<file path="src/rtl/mem_stage.sv">
// mem_stage: memory-access stage between EX/MEM and MEM/WB.
//   Loads/stores run as little-endian byte sequences on a byte-wide synchronous
//   RAM (read data arrives one cycle after its address). Loads are sign/zero
//   extended. Non-memory results pass to MEM/WB with one cycle of latency.
// Ports:
//   clk, rst (async, active low)
//   in_*        EX/MEM contents; held stable by upstream while stall_req=1
//   mem_din     RAM read byte
//   mem_a/mem_dout/mem_wr  RAM address, write byte, write strobe
//   stall_req   hold EX/MEM this cycle
//   wb_*        registered MEM/WB writeback
// Optional feature macro: MEM_MISALIGN_CHK_EN -- adds registered output
//   `misalign`; misaligned halfword/word accesses are dropped instead of run.
module mem_stage #(
  parameter int ADDR_W = 32,
  parameter int RD_W   = 5
) (
  input  logic              clk,
  input  logic              rst,
  input  logic              in_valid,
  input  logic              in_modify_flag,
  input  logic [RD_W-1:0]   in_modify_address,
  input  logic [31:0]       in_modify_data,
  input  logic              in_load,
  input  logic              in_save,
  input  logic [ADDR_W-1:0] in_sl_address,
  input  logic [31:0]       in_sl_data,
  input  logic [2:0]        in_sl_length,
  input  logic              in_sl_signed,
  input  logic [7:0]        mem_din,
  output logic [ADDR_W-1:0] mem_a,
  output logic [7:0]        mem_dout,
  output logic              mem_wr,
  output logic              stall_req,
  output logic              wb_flag,
  output logic [RD_W-1:0]   wb_address,
  output logic [31:0]       wb_data
`ifdef MEM_MISALIGN_CHK_EN
  ,
  output logic              misalign
`endif
);

  localparam logic [1:0] S_IDLE  = 2'd0;
  localparam logic [1:0] S_LOAD  = 2'd1;
  localparam logic [1:0] S_STORE = 2'd2;

  logic [1:0]        state_q, state_d;
  logic [2:0]        cnt_q, cnt_d;
  logic [ADDR_W-1:0] base_q, base_d;
  logic [2:0]        len_q, len_d;
  logic              sgn_q, sgn_d;
  logic [31:0]       sdata_q, sdata_d;
  logic [31:0]       asm_q, asm_d;
  logic [RD_W-1:0]   rd_q, rd_d;
  logic              flag_q, flag_d;
  logic              wb_flag_q, wb_flag_d;
  logic [RD_W-1:0]   wb_address_q, wb_address_d;
  logic [31:0]       wb_data_q, wb_data_d;
  logic              mis_q, mis_d;

  logic [ADDR_W-1:0] a_c;
  logic [7:0]        dout_c;
  logic              wr_c, stall_c;
  logic [2:0]        len_in;
  logic              misal_in;
  logic [2:0]        cnt_m1;
  logic [31:0]       word;
  logic [ADDR_W-1:0] addr_nxt;

  // Illegal sizes collapse to a word access.
  assign len_in   = (in_sl_length == 3'd1) ? 3'd1 : (in_sl_length == 3'd2) ? 3'd2 : 3'd4;
`ifdef MEM_MISALIGN_CHK_EN
  assign misal_in = ((len_in == 3'd2) && in_sl_address[0]) ||
                    ((len_in == 3'd4) && (in_sl_address[1:0] != 2'b00));
`else
  assign misal_in = 1'b0;
`endif
  assign cnt_m1   = cnt_q - 3'd1;
  assign addr_nxt = base_q + {{(ADDR_W-3){1'b0}}, cnt_q};

  always_comb begin
    state_d = state_q; cnt_d = cnt_q; base_d = base_q; len_d = len_q;
    sgn_d = sgn_q; sdata_d = sdata_q; asm_d = asm_q; rd_d = rd_q; flag_d = flag_q;
    // MEM/WB gets a bubble unless something below completes this cycle.
    wb_flag_d = 1'b0; wb_address_d = '0; wb_data_d = '0; mis_d = 1'b0;
    a_c = '0; dout_c = '0; wr_c = 1'b0; stall_c = 1'b0;
    word = asm_q;
    case (state_q)
      S_IDLE: begin
        if (in_valid) begin
          if ((in_load || in_save) && misal_in) begin
            mis_d = 1'b1;
          end else if (in_load) begin
            a_c = in_sl_address; stall_c = 1'b1;
            base_d = in_sl_address; len_d = len_in; sgn_d = in_sl_signed;
            rd_d = in_modify_address; flag_d = in_modify_flag;
            asm_d = '0; cnt_d = 3'd1; state_d = S_LOAD;
          end else if (in_save) begin
            a_c = in_sl_address; dout_c = in_sl_data[7:0]; wr_c = 1'b1;
            if (len_in != 3'd1) begin
              stall_c = 1'b1; base_d = in_sl_address; len_d = len_in;
              sdata_d = in_sl_data; cnt_d = 3'd1; state_d = S_STORE;
            end
          end else begin
            wb_flag_d = in_modify_flag; wb_address_d = in_modify_address;
            wb_data_d = in_modify_data;
          end
        end
      end
      S_LOAD: begin
        // mem_din now holds the byte addressed in the previous cycle.
        word[{cnt_m1[1:0], 3'b000} +: 8] = mem_din;
        asm_d = word;
        if (cnt_q < len_q) begin
          a_c = addr_nxt; stall_c = 1'b1; cnt_d = cnt_q + 3'd1;
        end else begin
          state_d = S_IDLE; cnt_d = 3'd0;
          wb_flag_d = flag_q; wb_address_d = rd_q;
          case (len_q)
            3'd1:    wb_data_d = {{24{sgn_q & word[7]}}, word[7:0]};
            3'd2:    wb_data_d = {{16{sgn_q & word[15]}}, word[15:0]};
            default: wb_data_d = word;
          endcase
        end
      end
      S_STORE: begin
        a_c = addr_nxt; dout_c = sdata_q[{cnt_q[1:0], 3'b000} +: 8]; wr_c = 1'b1;
        if (cnt_q == len_q - 3'd1) begin
          state_d = S_IDLE; cnt_d = 3'd0;
        end else begin
          stall_c = 1'b1; cnt_d = cnt_q + 3'd1;
        end
      end
      default: begin
        state_d = S_IDLE; cnt_d = 3'd0;
      end
    endcase
  end

  always_ff @(posedge clk or negedge rst) begin
    if (!rst) begin
      state_q <= S_IDLE; cnt_q <= '0; base_q <= '0; len_q <= '0; sgn_q <= 1'b0;
      sdata_q <= '0; asm_q <= '0; rd_q <= '0; flag_q <= 1'b0;
      wb_flag_q <= 1'b0; wb_address_q <= '0; wb_data_q <= '0; mis_q <= 1'b0;
    end else begin
      state_q <= state_d; cnt_q <= cnt_d; base_q <= base_d; len_q <= len_d; sgn_q <= sgn_d;
      sdata_q <= sdata_d; asm_q <= asm_d; rd_q <= rd_d; flag_q <= flag_d;
      wb_flag_q <= wb_flag_d; wb_address_q <= wb_address_d; wb_data_q <= wb_data_d;
      mis_q <= mis_d;
    end
  end

  // RAM-side outputs are combinational; force them quiet while reset is held
  // so upstream contents cannot reach the RAM or the stall line.
  assign mem_a      = rst ? a_c     : '0;
  assign mem_dout   = rst ? dout_c  : '0;
  assign mem_wr     = rst & wr_c;
  assign stall_req  = rst & stall_c;
  assign wb_flag    = wb_flag_q;
  assign wb_address = wb_address_q;
  assign wb_data    = wb_data_q;
`ifdef MEM_MISALIGN_CHK_EN
  assign misalign   = mis_q;
`else
  logic unused_mis;
  assign unused_mis = mis_q;
`endif

endmodule
</file>
<file path="config.mk">
export PLATFORM = sky130hd
export DESIGN_NAME = mem_stage
export DESIGN_NICKNAME = d
export VERILOG_FILES = /design/src/rtl/mem_stage.sv
export SDC_FILE = /design/constraint.sdc
export NUM_CORES = 1
export LEC_CHECK = 0
export CAP_MARGIN = 20
export CORE_ASPECT_RATIO = 1.25
export CORE_MARGIN = 3
export CORE_UTILIZATION = 50
export DETAILED_ROUTE_END_ITERATION = 8
export GPL_TIMING_DRIVEN = 0
export PLACE_DENSITY = 0.81
export SLEW_MARGIN = 25
export SYNTH_ARGS = -nofsm -noshare
export SYNTH_HDL_FRONTEND = slang
export SYNTH_SLANG_ARGS = --single-unit
</file>
<file path="constraint.sdc">
create_clock -name clk -period 3.4 [get_ports clk]
set_input_delay 0.68 -clock clk [delete_from_list [all_inputs] [get_ports clk]]
set_output_delay 0.68 -clock clk [all_outputs]
set_load 0.1 [all_outputs]
</file>
Word-level counts from Yosys, hierarchy flattened
Cells that the tools add are included.
{ "totals": {"ff_bits": 149, "memories": 0, "mem_bits_rw": 0, "latch_bits": 0, "rom_bits": 0, "word_cells": 114, "in_bits": 119} }
{ "classes": {"n_shift": 3, "n_lt_le_gt_ge": 1, "bitwise": 5, "mux": 64, "addsub": 5, "reduce_logical": 10, "div_mod_pow": 0, "n_mul": 0, "n_eq_ne": 14} }
{ "ops": {"columns": ["cell", "count"], "rows": [
  ["$mux W32", 14],
  ["$pmux W32 S2", 3],
  ["$pmux W32 S3", 1],
  ["$mux W3", 11],
  ["$add A32 B3 Y32", 1],
  ["$bwmux W32", 1],
  ["$mux W8", 4],
  ["$shift A8 B7 Y32 const A", 1],
  ["$shiftx A32 B6 Y8", 1],
  ["$shiftx A8 B7 Y32", 1],
  ["$mux W5", 4],
  ["$pmux W8 S2", 1],
  ["$mux W1", 13],
  ["$mux W2", 6],
  ["$pmux W5 S2", 1],
  ["$reduce_and A5 Y1", 2],
  ["$pmux W3 S3", 1],
  ["$reduce_and A3 Y1", 3],
  ["$ne A2 B2 Y1 const B", 4],
  ["$neg A5 Y7", 1],
  ["$eq A3 B1 Y1 const B", 2],
  ["$eq A3 B2 Y1 const B", 2],
  ["$ne A3 B3 Y1 const B", 2],
  ["$pmux W2 S3", 1],
  ["15 further kinds", 21]
]} }

Logic depth before layout (Yosys ltp)
{ "depth": {"word_depth": 10, "depth_mapped": 9, "ltp_nobuf": 8} }

Worst setup path before layout
OpenSTA, ideal clock, no wires.
{ "synth_path": {"path_type": "register to output", "start": "reg cnt_q[1]", "end": "out mem_a[18]", "setup_slack_ns": -1.613, "path_buffers": 1, "arrival_ns": 4.333, "path_stages_with_launch": 9, "path_cell_list": "dfrtp_1 -> buf_2 -> inv_1 -> fa_1 -> nand2b_1 -> a2111oi_4 -> nand3_1 -> xor2_1 -> o21ai_0"} }
{ "synth_between": {"elab_chain_len": 4} }
{ "synth_lines": {"columns": ["item", "line_no", "rtl"], "rows": [
  ["start, declared", "49", "logic [2:0] cnt_q, cnt_d;"],
  ["start signal, assigned", "147", "state_q <= state_d; cnt_q <= cnt_d; base_q <= base_d; len_q <= len_d; sgn_q <= sgn_d;"],
  ["$add A32 B3 Y32 / $lt A3 B3 Y1 (equally long branches)", "80, 115", null],
  ["$mux W32", "115", "if (cnt_q < len_q) begin"],
  ["$pmux W32 S3 *", "89", "case (state_q)"],
  ["$mux W32 *", "156", "assign mem_a = rst ? a_c : '0;"],
  ["end, declared", "31", "output logic [ADDR_W-1:0] mem_a,"]
]} }
Every way passes the cells marked *; elsewhere a longest branch is shown, timed or not.

Final worst setup path
{ "layout_path": {"start": "reg cnt_q[0]", "end": "out mem_a[30]"} }
The elaborated chain is that of the path after synthesis.

==> impl_metrics.env <==
export IMPL_status="finished with violations"
export IMPL_violations="setup timing"
export IMPL_fin_area_mm2=0.01135
export IMPL_slowest_delay_ps=420
export IMPL_min_period_ps=3524
export IMPL_die_area_mm2=0.01730
export IMPL_synth_distinct_cells=58
export IMPL_path_clk_slew_ps=60
export IMPL_power_mw=10.73
export IMPL_netlist_instances=736
export IMPL_ys_seq_area_frac=0.4735
export IMPL_die_h_um=146.3
export IMPL_drv_cap=0
export IMPL_post_dp_cell_area_mm2=0.01022
export IMPL_antenna_found_initial=0
export IMPL_crit_start="cnt_q[0]$_DFFE_PN0P_"
export IMPL_clock_skew_final_ps=10.69
export IMPL_rsz0062_at_grt="true"
export IMPL_cp_max_fo=8
export IMPL_cpMaxStageDelayCell="dfrtp_2"
export IMPL_n_antenna_cell=0
export IMPL_mostFrequentLayoutCell="clkdlybuf4s50_1"
export IMPL_dp_cells=1143
export IMPL_grt_usage=0.2569
export IMPL_clock_path_buffers=2
export IMPL_mostFrequentLayoutCells="clkdlybuf4s50_1, dfrtp_1, nand2_1"
export IMPL_cp_required_ps=2720
export IMPL_vias=6662
export IMPL_grt_max_degree=96
export IMPL_fillers=1038
export IMPL_ir_drop_v=0.0007326
export IMPL_reg2regPathDepth=11
export IMPL_synth_seq_cells=149
export IMPL_nets=1111
export IMPL_drt_iter0_drc=445
export IMPL_setup_worst_path_end="mem_a[30]"
export IMPL_post_route_period_util=1.037
export IMPL_syn_nets=870
export IMPL_route_detailed_drc=0
export IMPL_criticalPathCategory="flip-flop to output pin"
export IMPL_startpoint_type="flip-flop"
export IMPL_detail_route_first_pass_iterations=6
export IMPL_drive_above_1_share=0.2485
export IMPL_drv_slew=0
export IMPL_cts_tree="built"
export IMPL_worstPathCellList="ha_4 -> inv_2 -> fa_2 -> nand2b_4 -> a2111oi_4 -> buf_6 -> nand4_1 -> xor2_1 -> o21ai_2 -> buf_12"
export IMPL_worstReg2RegEnd="wb_data[29]$_DFF_PN0_"
export IMPL_avgViaCountPerCell=5.561
export IMPL_wl_per_cell_um=18.79
export IMPL_p_leak_nw=4.811
export IMPL_syn_avg_cell_area_um2=10.70
export IMPL_grt_pass1_wl_um=35580
export IMPL_hp_class="input port to asynchronous set/reset pin"
export IMPL_gp_congestion=0.8698
export IMPL_dp_hpwl_um=15340
export IMPL_end_kind="output pin"
export IMPL_wl_um=22510
export IMPL_io_buffers=198
export IMPL_ant_nets=0
export IMPL_grt_pass1_vias=6908
export IMPL_synth_flop_cell="dfrtp_1"
export IMPL_cts_buffers=17
export IMPL_layout_setup_ws_ps=-124.1
export IMPL_cp_arrival_ps=2840
export IMPL_clkLatencyLatePin_ps=430
export IMPL_core_area_mm2=0.01520
export IMPL_setup_violations_final=4
export IMPL_power_density_mw_per_mm2=945.4
export IMPL_fin_cells=1198
export IMPL_rows=50
export IMPL_tightest_slew_ps=994.7
export IMPL_max_slew_margin=0.3348
export IMPL_fp_dieW_um=118.3
export IMPL_synthToLayoutAreaGrowth_pct=44.17
export IMPL_synth_area_mm2=0.007875
export IMPL_htree_levels=4
export IMPL_final_hold_viol_count=0
export IMPL_synth_async_reset_ratio=1.000
export IMPL_root_buffer="clkbuf_16"
export IMPL_max_freq_mhz=283.8
export IMPL_num_io_pins=199
export IMPL_timing_rr_start="cnt_q[0]$_DFFE_PN0P_"
export IMPL_start_util=0.5180
export IMPL_gr_total_overflow=0
export IMPL_cts_sinks=149
export IMPL_ys_warn_count=0
export IMPL_r2r_setup_slack_ps=620
export IMPL_synth_edf_count=0
export IMPL_final_core_util=0.7468
critical path, delay by kind of cell, from the launching register on:
family	cells	cell delay (ps)
adders and majority gates	2	540
AOI/OAI and AO/OA	2	510
buffers and inverters	3	430
DFF	1	420
and+or+nand+nor	2	310
xor gates and xnor gates	1	200
kinds of logic (layout without fill, tap and decap cells):
logic type / after synthesis / in the layout / synth area share
AOI/OAI and AO/OA: 180 / 180 / 0.1489
and+or+nand+nor: 231 / 231 / 0.1497
buffers and inverters: 55 / 309 / 0.03495
DFF: 149 / 149 / 0.4735
adders and majority gates: 15 / 15 / 0.02479
muxes: 73 / 73 / 0.1296
xor gates and xnor gates: 33 / 33 / 0.03861
per-layer routing:
metal	part of all wire	track usage
met2	0.51	0.4340
met3	0.054	0.05889
met1	0.40	0.3107
met5	0	0
met4	0.036	0.1232
flip-flops by register name, summed over array words and instances (netlist names), 3 cells and up:
| signal | count |
|---|---|
| wb_address | 5 |
| sdata_q | 32 |
| base_q | 32 |
| wb_data | 32 |
| asm_q | 32 |
| cnt_q | 3 |
| len_q | 3 |
| rd_q | 5 |
worst min path at each step:
stage / from / end / slack (ps) / cells past startpoint
after floorplan: rst / asm_q[0]$_DFFE_PN0P_ / 380 / 0
after global placement: asm_q[4]$_DFFE_PN0P_ / asm_q[4]$_DFFE_PN0P_ / 450 / 1
after detailed placement: asm_q[4]$_DFFE_PN0P_ / asm_q[4]$_DFFE_PN0P_ / 460 / 1
after CTS: rst / sdata_q[16]$_DFFE_PN0P_ / 190 / 1
after global routing: rst / sdata_q[5]$_DFFE_PN0P_ / 210 / 1
final: rst / sdata_q[16]$_DFFE_PN0P_ / 190 / 1
where the power goes:
part | switching, mW | leakage, nW | internal, mW
Combinational | 3.59 | 2.59 | 2.19
Clock | 0.775 | 0.306 | 1.28
Sequential | 0.507 | 1.91 | 2.40
cells in the mapped netlist (15+ instances only):
cell | count | share of area
clkbuf_1 | 24 | 0.011
nand2_1 | 91 | 0.043
mux2_4 | 29 | 0.055
o211ai_1 | 17 | 0.016
o21ai_0 | 60 | 0.038
nor2_1 | 31 | 0.015
a22o_1 | 23 | 0.026
a31oi_1 | 17 | 0.014
dfrtp_1 | 149 | 0.47
a21oi_1 | 20 | 0.013
inv_1 | 15 | 0.0071
mux2_2 | 36 | 0.051
xor2_1 | 24 | 0.027
nor2b_1 | 44 | 0.035
metrics by stage:
stage	setup WS, ps	hold WS [ps]	setup TNS [ps]
floorplan	-497.1	384.4	-9166
global placement	-7196	450.0	-937120
detailed placement	-1358	457.6	-38040
CTS	-126.1	194.6	-316.3
global route	-178.5	213.6	-1152
finish	-124.1	190.8	-244.2
timing repair:
| action | in CTS | in global routing |
|---|---|---|
| buffers inserted | 12 | 12 |
| setup endpoints to repair | 42 | 35 |
| pin swaps | 5 | 13 |
| hold buffers | 0 | 0 |
| gates resized for setup | 283 | 57 |
cell type report:
cell class	count	area [µm²]	area share
Buffer	39	264.0	0.02325
Clock buffer	19	452.9	0.03989
Clock inverter	13	195.2	0.01719
Inverter	15	60.06	0.005290
Multi-Input combinational cell	532	4104	0.3615
Sequential cell	149	3732	0.3287
Tap cell	208	260.3	0.02292
Timing Repair Buffer	223	2285	0.2012
No activity file was read; power rests on OpenSTA's default activity.
